===== config.mk =====
export PLATFORM = sky130hd
export DESIGN_NAME = batt_monitor
export DESIGN_NICKNAME = d
export VERILOG_FILES = /design/src/rtl/batt_monitor_pkg.sv /design/src/rtl/bm_debounce.sv /design/src/rtl/batt_monitor.sv
export SDC_FILE = /design/constraint.sdc
export NUM_CORES = 1
export LEC_CHECK = 0
export CAP_MARGIN = 20
export CELL_PAD_IN_SITES_DETAIL_PLACEMENT = 0
export CELL_PAD_IN_SITES_GLOBAL_PLACEMENT = 1
export CORE_ASPECT_RATIO = 0.8
export CORE_UTILIZATION = 41
export CTS_CLUSTER_DIAMETER = 40
export DETAILED_ROUTE_END_ITERATION = 7
export PLACE_DENSITY_LB_ADDON = 0.1
export SETUP_SLACK_MARGIN = 0.15
export SYNTH_ARGS = -nofsm -noshare
export SYNTH_HDL_FRONTEND = slang
export SYNTH_SLANG_ARGS = --single-unit

===== constraint.sdc =====
create_clock -name clk -period 1.9 [get_ports clk]
set_input_delay 0.38 -clock clk [delete_from_list [all_inputs] [get_ports clk]]
set_output_delay 0.38 -clock clk [all_outputs]
set_load 0.05 [all_outputs]

===== src/rtl/batt_monitor_pkg.sv =====
// Shared types and default thresholds for the battery monitor.
package batt_monitor_pkg;

  typedef enum logic [2:0] {
    IDLE,
    REQ_V,
    WAIT_V,
    REQ_I,
    WAIT_I
  } state_e;

  localparam logic CH_VBAT = 1'b0;
  localparam logic CH_IBAT = 1'b1;

  localparam int DEF_W         = 10;
  localparam int DEF_VTRKL_TH  = 300;
  localparam int DEF_VTERM_TH  = 840;
  localparam int DEF_VRCHRG_TH = 800;
  localparam int DEF_ITERM_TH  = 20;
  localparam int DEF_HYST      = 8;
  localparam int DEF_DEB       = 3;
  localparam int DEF_PERIOD    = 64;
  localparam int DEF_TMO       = 32;

endpackage


===== src/rtl/bm_debounce.sv =====
// One hysteresis flag: toggles after DEB consecutive samples meeting the
// opposite-state condition; any other sample restarts the count.
module bm_debounce #(
  parameter int DEB = 3
) (
  input  logic clk,
  input  logic rst_n,
  input  logic sample_i,
  input  logic set_i,
  input  logic clr_i,
  output logic flag_o
);

  localparam int CW = (DEB > 1) ? $clog2(DEB + 1) : 1;

  logic          flag_q, flag_d;
  logic [CW-1:0] cnt_q, cnt_d;
  logic          toward;

  always_comb begin
    flag_d = flag_q;
    cnt_d  = cnt_q;
    toward = flag_q ? clr_i : set_i;
    if (sample_i) begin
      if (!toward) begin
        cnt_d = '0;
      end else if (cnt_q == CW'(DEB - 1)) begin
        flag_d = ~flag_q;
        cnt_d  = '0;
      end else begin
        cnt_d = cnt_q + 1'b1;
      end
    end
  end

  always_ff @(posedge clk or negedge rst_n) begin
    if (!rst_n) begin
      flag_q <= 1'b0;
      cnt_q  <= '0;
    end else begin
      flag_q <= flag_d;
      cnt_q  <= cnt_d;
    end
  end

  assign flag_o = flag_q;

endmodule


===== src/rtl/batt_monitor.sv =====
// Periodic VBAT/IBAT conversion sequencer with debounced hysteresis flags
// and a sticky ADC timeout error.
module batt_monitor
  import batt_monitor_pkg::*;
#(
  parameter int W         = DEF_W,
  parameter int VTRKL_TH  = DEF_VTRKL_TH,
  parameter int VTERM_TH  = DEF_VTERM_TH,
  parameter int VRCHRG_TH = DEF_VRCHRG_TH,
  parameter int ITERM_TH  = DEF_ITERM_TH,
  parameter int HYST      = DEF_HYST,
  parameter int DEB       = DEF_DEB,
  parameter int PERIOD    = DEF_PERIOD,
  parameter int TMO       = DEF_TMO
) (
  input  logic         clk,
  input  logic         reset_n,
  input  logic         en,
  output logic         conv_start,
  output logic         conv_ch,
  input  logic         conv_done,
  input  logic [W-1:0] conv_data,
  output logic         vtrkl,
  output logic         vterm,
  output logic         iterm,
  output logic         vrchrg,
  output logic         adc_err
);

  localparam int PW = (PERIOD > 1) ? $clog2(PERIOD) : 1;
  localparam int TW = $clog2(TMO + 1);

  // Thresholds +/- hysteresis at W+1 bits, saturated into the ADC code range
  localparam logic [W:0] MAXV      = {1'b0, {W{1'b1}}};
  localparam logic [W:0] HYST_X    = (W+1)'(HYST);
  localparam logic [W:0] VTRKL_X   = (W+1)'(VTRKL_TH);
  localparam logic [W:0] VTERM_X   = (W+1)'(VTERM_TH);
  localparam logic [W:0] VRCHRG_X  = (W+1)'(VRCHRG_TH);
  localparam logic [W:0] ITERM_X   = (W+1)'(ITERM_TH);
  localparam logic [W:0] VTRKL_LO  = (VTRKL_X >= HYST_X) ? VTRKL_X - HYST_X : '0;
  localparam logic [W:0] VTERM_LO  = (VTERM_X >= HYST_X) ? VTERM_X - HYST_X : '0;
  localparam logic [W:0] VRCHRG_HS = VRCHRG_X + HYST_X;
  localparam logic [W:0] ITERM_HS  = ITERM_X + HYST_X;
  localparam logic [W:0] VRCHRG_HI = (VRCHRG_HS > MAXV) ? MAXV : VRCHRG_HS;
  localparam logic [W:0] ITERM_HI  = (ITERM_HS > MAXV) ? MAXV : ITERM_HS;

  state_e        state_q, state_d;
  logic [PW-1:0] per_q, per_d;
  logic [TW-1:0] tmo_q, tmo_d;
  logic          err_q, err_d;

  logic [W:0]    d_ext;
  logic          v_smp, i_smp;

  assign per_d = (per_q == PW'(PERIOD - 1)) ? '0 : per_q + 1'b1;

  always_comb begin
    state_d = state_q;
    tmo_d   = tmo_q;
    err_d   = err_q;
    unique case (state_q)
      IDLE:   if (en && (per_q == '0)) state_d = REQ_V;
      REQ_V: begin
        state_d = WAIT_V;
        tmo_d   = '0;
      end
      WAIT_V: begin
        if (conv_done) begin
          state_d = REQ_I;
        end else if (tmo_q == TW'(TMO - 1)) begin
          state_d = IDLE;
          err_d   = 1'b1;
        end else begin
          tmo_d = tmo_q + 1'b1;
        end
      end
      REQ_I: begin
        state_d = WAIT_I;
        tmo_d   = '0;
      end
      WAIT_I: begin
        if (conv_done) begin
          state_d = IDLE;
        end else if (tmo_q == TW'(TMO - 1)) begin
          state_d = IDLE;
          err_d   = 1'b1;
        end else begin
          tmo_d = tmo_q + 1'b1;
        end
      end
      default: state_d = IDLE;
    endcase
  end

  always_ff @(posedge clk or negedge reset_n) begin
    if (!reset_n) begin
      state_q <= IDLE;
      per_q   <= '0;
      tmo_q   <= '0;
      err_q   <= 1'b0;
    end else begin
      state_q <= state_d;
      per_q   <= per_d;
      tmo_q   <= tmo_d;
      err_q   <= err_d;
    end
  end

  assign conv_start = (state_q == REQ_V) || (state_q == REQ_I);
  assign conv_ch    = ((state_q == REQ_I) || (state_q == WAIT_I)) ? CH_IBAT : CH_VBAT;
  assign adc_err    = err_q;

  // Results are only accepted in the matching WAIT state
  assign d_ext = {1'b0, conv_data};
  assign v_smp = (state_q == WAIT_V) && conv_done;
  assign i_smp = (state_q == WAIT_I) && conv_done;

  bm_debounce #(.DEB(DEB)) u_vtrkl (
    .clk      (clk),
    .rst_n    (reset_n),
    .sample_i (v_smp),
    .set_i    (d_ext >= VTRKL_X),
    .clr_i    (d_ext < VTRKL_LO),
    .flag_o   (vtrkl)
  );

  bm_debounce #(.DEB(DEB)) u_vterm (
    .clk      (clk),
    .rst_n    (reset_n),
    .sample_i (v_smp),
    .set_i    (d_ext >= VTERM_X),
    .clr_i    (d_ext < VTERM_LO),
    .flag_o   (vterm)
  );

  bm_debounce #(.DEB(DEB)) u_vrchrg (
    .clk      (clk),
    .rst_n    (reset_n),
    .sample_i (v_smp),
    .set_i    (d_ext < VRCHRG_X),
    .clr_i    (d_ext >= VRCHRG_HI),
    .flag_o   (vrchrg)
  );

  bm_debounce #(.DEB(DEB)) u_iterm (
    .clk      (clk),
    .rst_n    (reset_n),
    .sample_i (i_smp),
    .set_i    (d_ext <= ITERM_X),
    .clr_i    (d_ext > ITERM_HI),
    .flag_o   (iterm)
  );

endmodule


==> flow_summary.toml <==
[grt]
grt_pass1_wl_mm = 5.65
first_global_vias = 1276
use_met1 = 0.247
gr-max-usage-layer = "met2"
met3_usage = 0.0453
grt_use_met2 = 0.302
grt.total_usage = 0.182
grt_max_degree = 29
antenna_found_initial = 0
grt-ovfl-total = 0

[drt]
drcViolationCount = 0
drtIter0Drc = 57
postRouteWirelength_mm = 3.49
vias = 1323
dr.pass1.iters = 4
viasPerCell = 5.58
ant_nets = 0
avgRoutedWirePerCell_um = 14.7

[logic_synthesis]
async_flop_share = 1.00
synth_edf_count = 0
netlist_area_mm2 = 0.00151
yosysSeqAreaShare = 0.466
ys_types = 44
synth_nets = 169
syn_avg_cell_area_um2 = 9.90
synth-seq-cells = 28
ys_warn_count = 0
syn_inst = 152
ys.flop_type = "dfrtp_1"

[critical_path]
worstPathArrival_ns = 1.92
crit_type = "in2reg"
reg2reg_slack_ns = 0.21
endpoint_kind = "flip-flop"
crit_fanout = 6
rr_startpoint = "state_q[0]$_DFFE_PN0P_"
reg2reg_depth = 6
cp.required_ns = 2.05
start_kind = "input port"
r2r_end = "u_vrchrg.flag_o$_DFFE_PN0P_"

[run]
max_cap_viol_count = 0

[cts]
htreeDepth = 1
cts_tree = "built"
holdBufCountCts = 0
cts_buffers = 3
clk_pin_slew_ns = 0.10
root_buffer = "clkbuf_8"
clock_latency_ns = 0.27
clock-sinks = 28
cts.path.max_buffers = 2

[place]
placed_area_mm2 = 0.00190
port_buffers = 20
dpl_worst_slack_ns = -0.227
dp_hpwl_mm = 2.51
gp_congestion = 0.854

[finish]
design_area_mm2 = 0.00206
seq_area_um2 = 703
final_core_util = 0.593
fillers = 312
drive_gt1_frac = 0.251
num-nets-final = 213
syn_to_final_growth_pct = 36.8
multi_input_area_um2 = 817
diodes = 0

[outcome]
status = "completed"

[sta]
rsz0062_at_grt = "true"
worst_pin_slew_ns = 0.480
tns_ns = 0
finalHoldViolCount = 0
setup_viol = 0
period_minus_slack_ns = 1.77
finalWorstSetupSlack_ns = 0.130
slew_headroom = 0.681
fmax_mhz = 565
fin_worst_skew_ns = 0.00984
maxSlewViolCount = 0
min_period_over_period = 0.932

[floorplanning]
initial_utilization = 0.434
fp.coreArea_mm2 = 0.00347
rows = 19
fp.dieW_um = 69.7
die_area_mm2 = 0.00392
io_pins = 21
die_height_um = 56.2

[power]
internal_power_mw = 0.833
combinationalPowerShare = 0.094
power.density_mw_per_mm2 = 514
clock_power_share = 0.343
finalPower_mw = 1.06
vdd_drop_max_v = 0.000408
power_switching_mw = 0.225
p_leak_nw = 0.890
pwr-share-seq = 0.563
switching_share = 0.213

[min_path]
hold_class = "in2async"
==> power groups by stage <==
| stage | Combinational, mW | Clock [mW] | Sequential [mW] |
|---|---|---|---|
| after floorplan | 0.0188 | 0 | 0.607 |
| after global placement | 0.0891 | 0 | 0.607 |
| after detailed placement | 0.0899 | 0 | 0.607 |
| after CTS | 0.0919 | 0.377 | 0.595 |
| after global routing | 0.108 | 0.399 | 0.595 |
| final | 0.0994 | 0.363 | 0.595 |
==> synthesized netlist by cell type (3+ instances only) <==
cell | number | share of area
a31oi_1 | 4 | 0.017
or3_1 | 4 | 0.017
o21ai_0 | 12 | 0.040
nand2_1 | 14 | 0.035
nor3b_1 | 3 | 0.015
a21oi_1 | 8 | 0.027
o41ai_1 | 3 | 0.017
o211ai_1 | 3 | 0.015
nand3_1 | 7 | 0.023
o31ai_1 | 6 | 0.030
ha_1 | 3 | 0.025
dfrtp_1 | 28 | 0.47
inv_1 | 9 | 0.022
nor2_1 | 8 | 0.020
==> stage by stage <==
| step | cells | hold slack (ns) |
|---|---|---|
| after floorplan | 152 | 0.0844 |
| after global placement | 229 | 0.457 |
| after detailed placement | 229 | 0.475 |
| after CTS | 233 | 0.492 |
| after global routing | 237 | 0.512 |
| final | 237 | 0.477 |
==> metal layers <==
layer,part of all wire,wire length (µm)
met3,0.024,84
met4,0.0057,20
met5,0,0
met1,0.49,1710
met2,0.48,1670
==> repair_timing <==
action	in CTS	in global routing
endpoints found under the setup margin	5	12
buffers inserted	0	4
pin swaps	2	4
gates resized for setup	6	21
cloned	0	0
endpoints found under the hold margin	0	0
==> cells in the final DEF, fill, tap and decap left out, types with 2 or more instances in the layout <==
master / Yosys / layout
o21ai_1: 0 / 5
nand3_1: 7 / 7
ha_1: 3 / 3
nor2_1: 8 / 8
buf_12: 0 / 2
nor2b_1: 2 / 2
inv_1: 9 / 8
nor4b_1: 2 / 2
nor3_1: 2 / 2
o41ai_1: 3 / 2
a31oi_1: 4 / 4
dfrtp_1: 28 / 26
buf_6: 0 / 2
clkdlybuf4s50_1: 0 / 8
or3_1: 4 / 2
o211ai_1: 3 / 3
o21ai_0: 12 / 7
dfrtp_2: 0 / 2
a32o_1: 2 / 2
o31ai_1: 6 / 5
dlymetal6s2s_1: 0 / 5
nand2_1: 14 / 13
nor4bb_2: 0 / 2
clkbuf_8: 0 / 4
or3_4: 0 / 2
buf_4: 0 / 24
a21oi_1: 8 / 8
xnor2_1: 2 / 2
nand4bb_1: 2 / 2
nor3b_1: 3 / 3
==> cell type report <==
| type | instances | area share |
|---|---|---|
| multi-input cells | 112 | 0.397 |
| clock buffers | 4 | 0.0267 |
| inverters | 9 | 0.0182 |
| flip-flops and latches | 28 | 0.341 |
| well taps | 42 | 0.0255 |
| repair buffers | 42 | 0.191 |
==> logic make-up (layout without fill, tap and decap cells) <==
| group | count (synthesis) | count (layout) | share of synthesized area |
|---|---|---|---|
| AOI/OAI and AO/OA | 50 | 50 | 0.240 |
| and+or+nand+nor | 54 | 54 | 0.203 |
| adders and majority gates | 3 | 3 | 0.0249 |
| DFF | 28 | 28 | 0.466 |
| xor gates and xnor gates | 4 | 4 | 0.0283 |
| buffers and inverters | 12 | 55 | 0.0308 |
| muxes | 1 | 1 | 0.00748 |
==> flip-flops by register name, summed over array words and instances, names as in the netlist, 2 cells and up <==
signal and count:
per_q 6, tmo_q 6, state_q 3, u_iterm.cnt_q 2
u_vrchrg.cnt_q 2, u_vterm.cnt_q 2, u_vtrkl.cnt_q 2
==> worst max-delay path by stage <==
stage,start,end,slack (ns),depth (start not counted)
2_1_floorplan,state_q[2]$_DFFE_PN0P_,conv_ch,0.15,5
3_3_place_gp,conv_data[5],u_iterm.cnt_q[1]$_DFFE_PN0N_,-0.19,5
3_5_place_dp,conv_data[5],u_iterm.cnt_q[1]$_DFFE_PN0N_,-0.23,5
4_1_cts,state_q[0]$_DFFE_PN0P_,conv_ch,0.08,5
5_1_grt,conv_done,u_vrchrg.flag_o$_DFFE_PN0P_,0.1,6
6_report,conv_done,u_vrchrg.flag_o$_DFFE_PN0P_,0.13,6
==> worst max-delay path, stage by stage <==
cell	delay, ns
clkdlybuf4s50_1	0.56
nor4bb_2	0.39
buf_4	0.20
nand3_1	0.10
o21ai_0	0.18
o21ai_0	0.11
(Power assumes the default switching activity.)
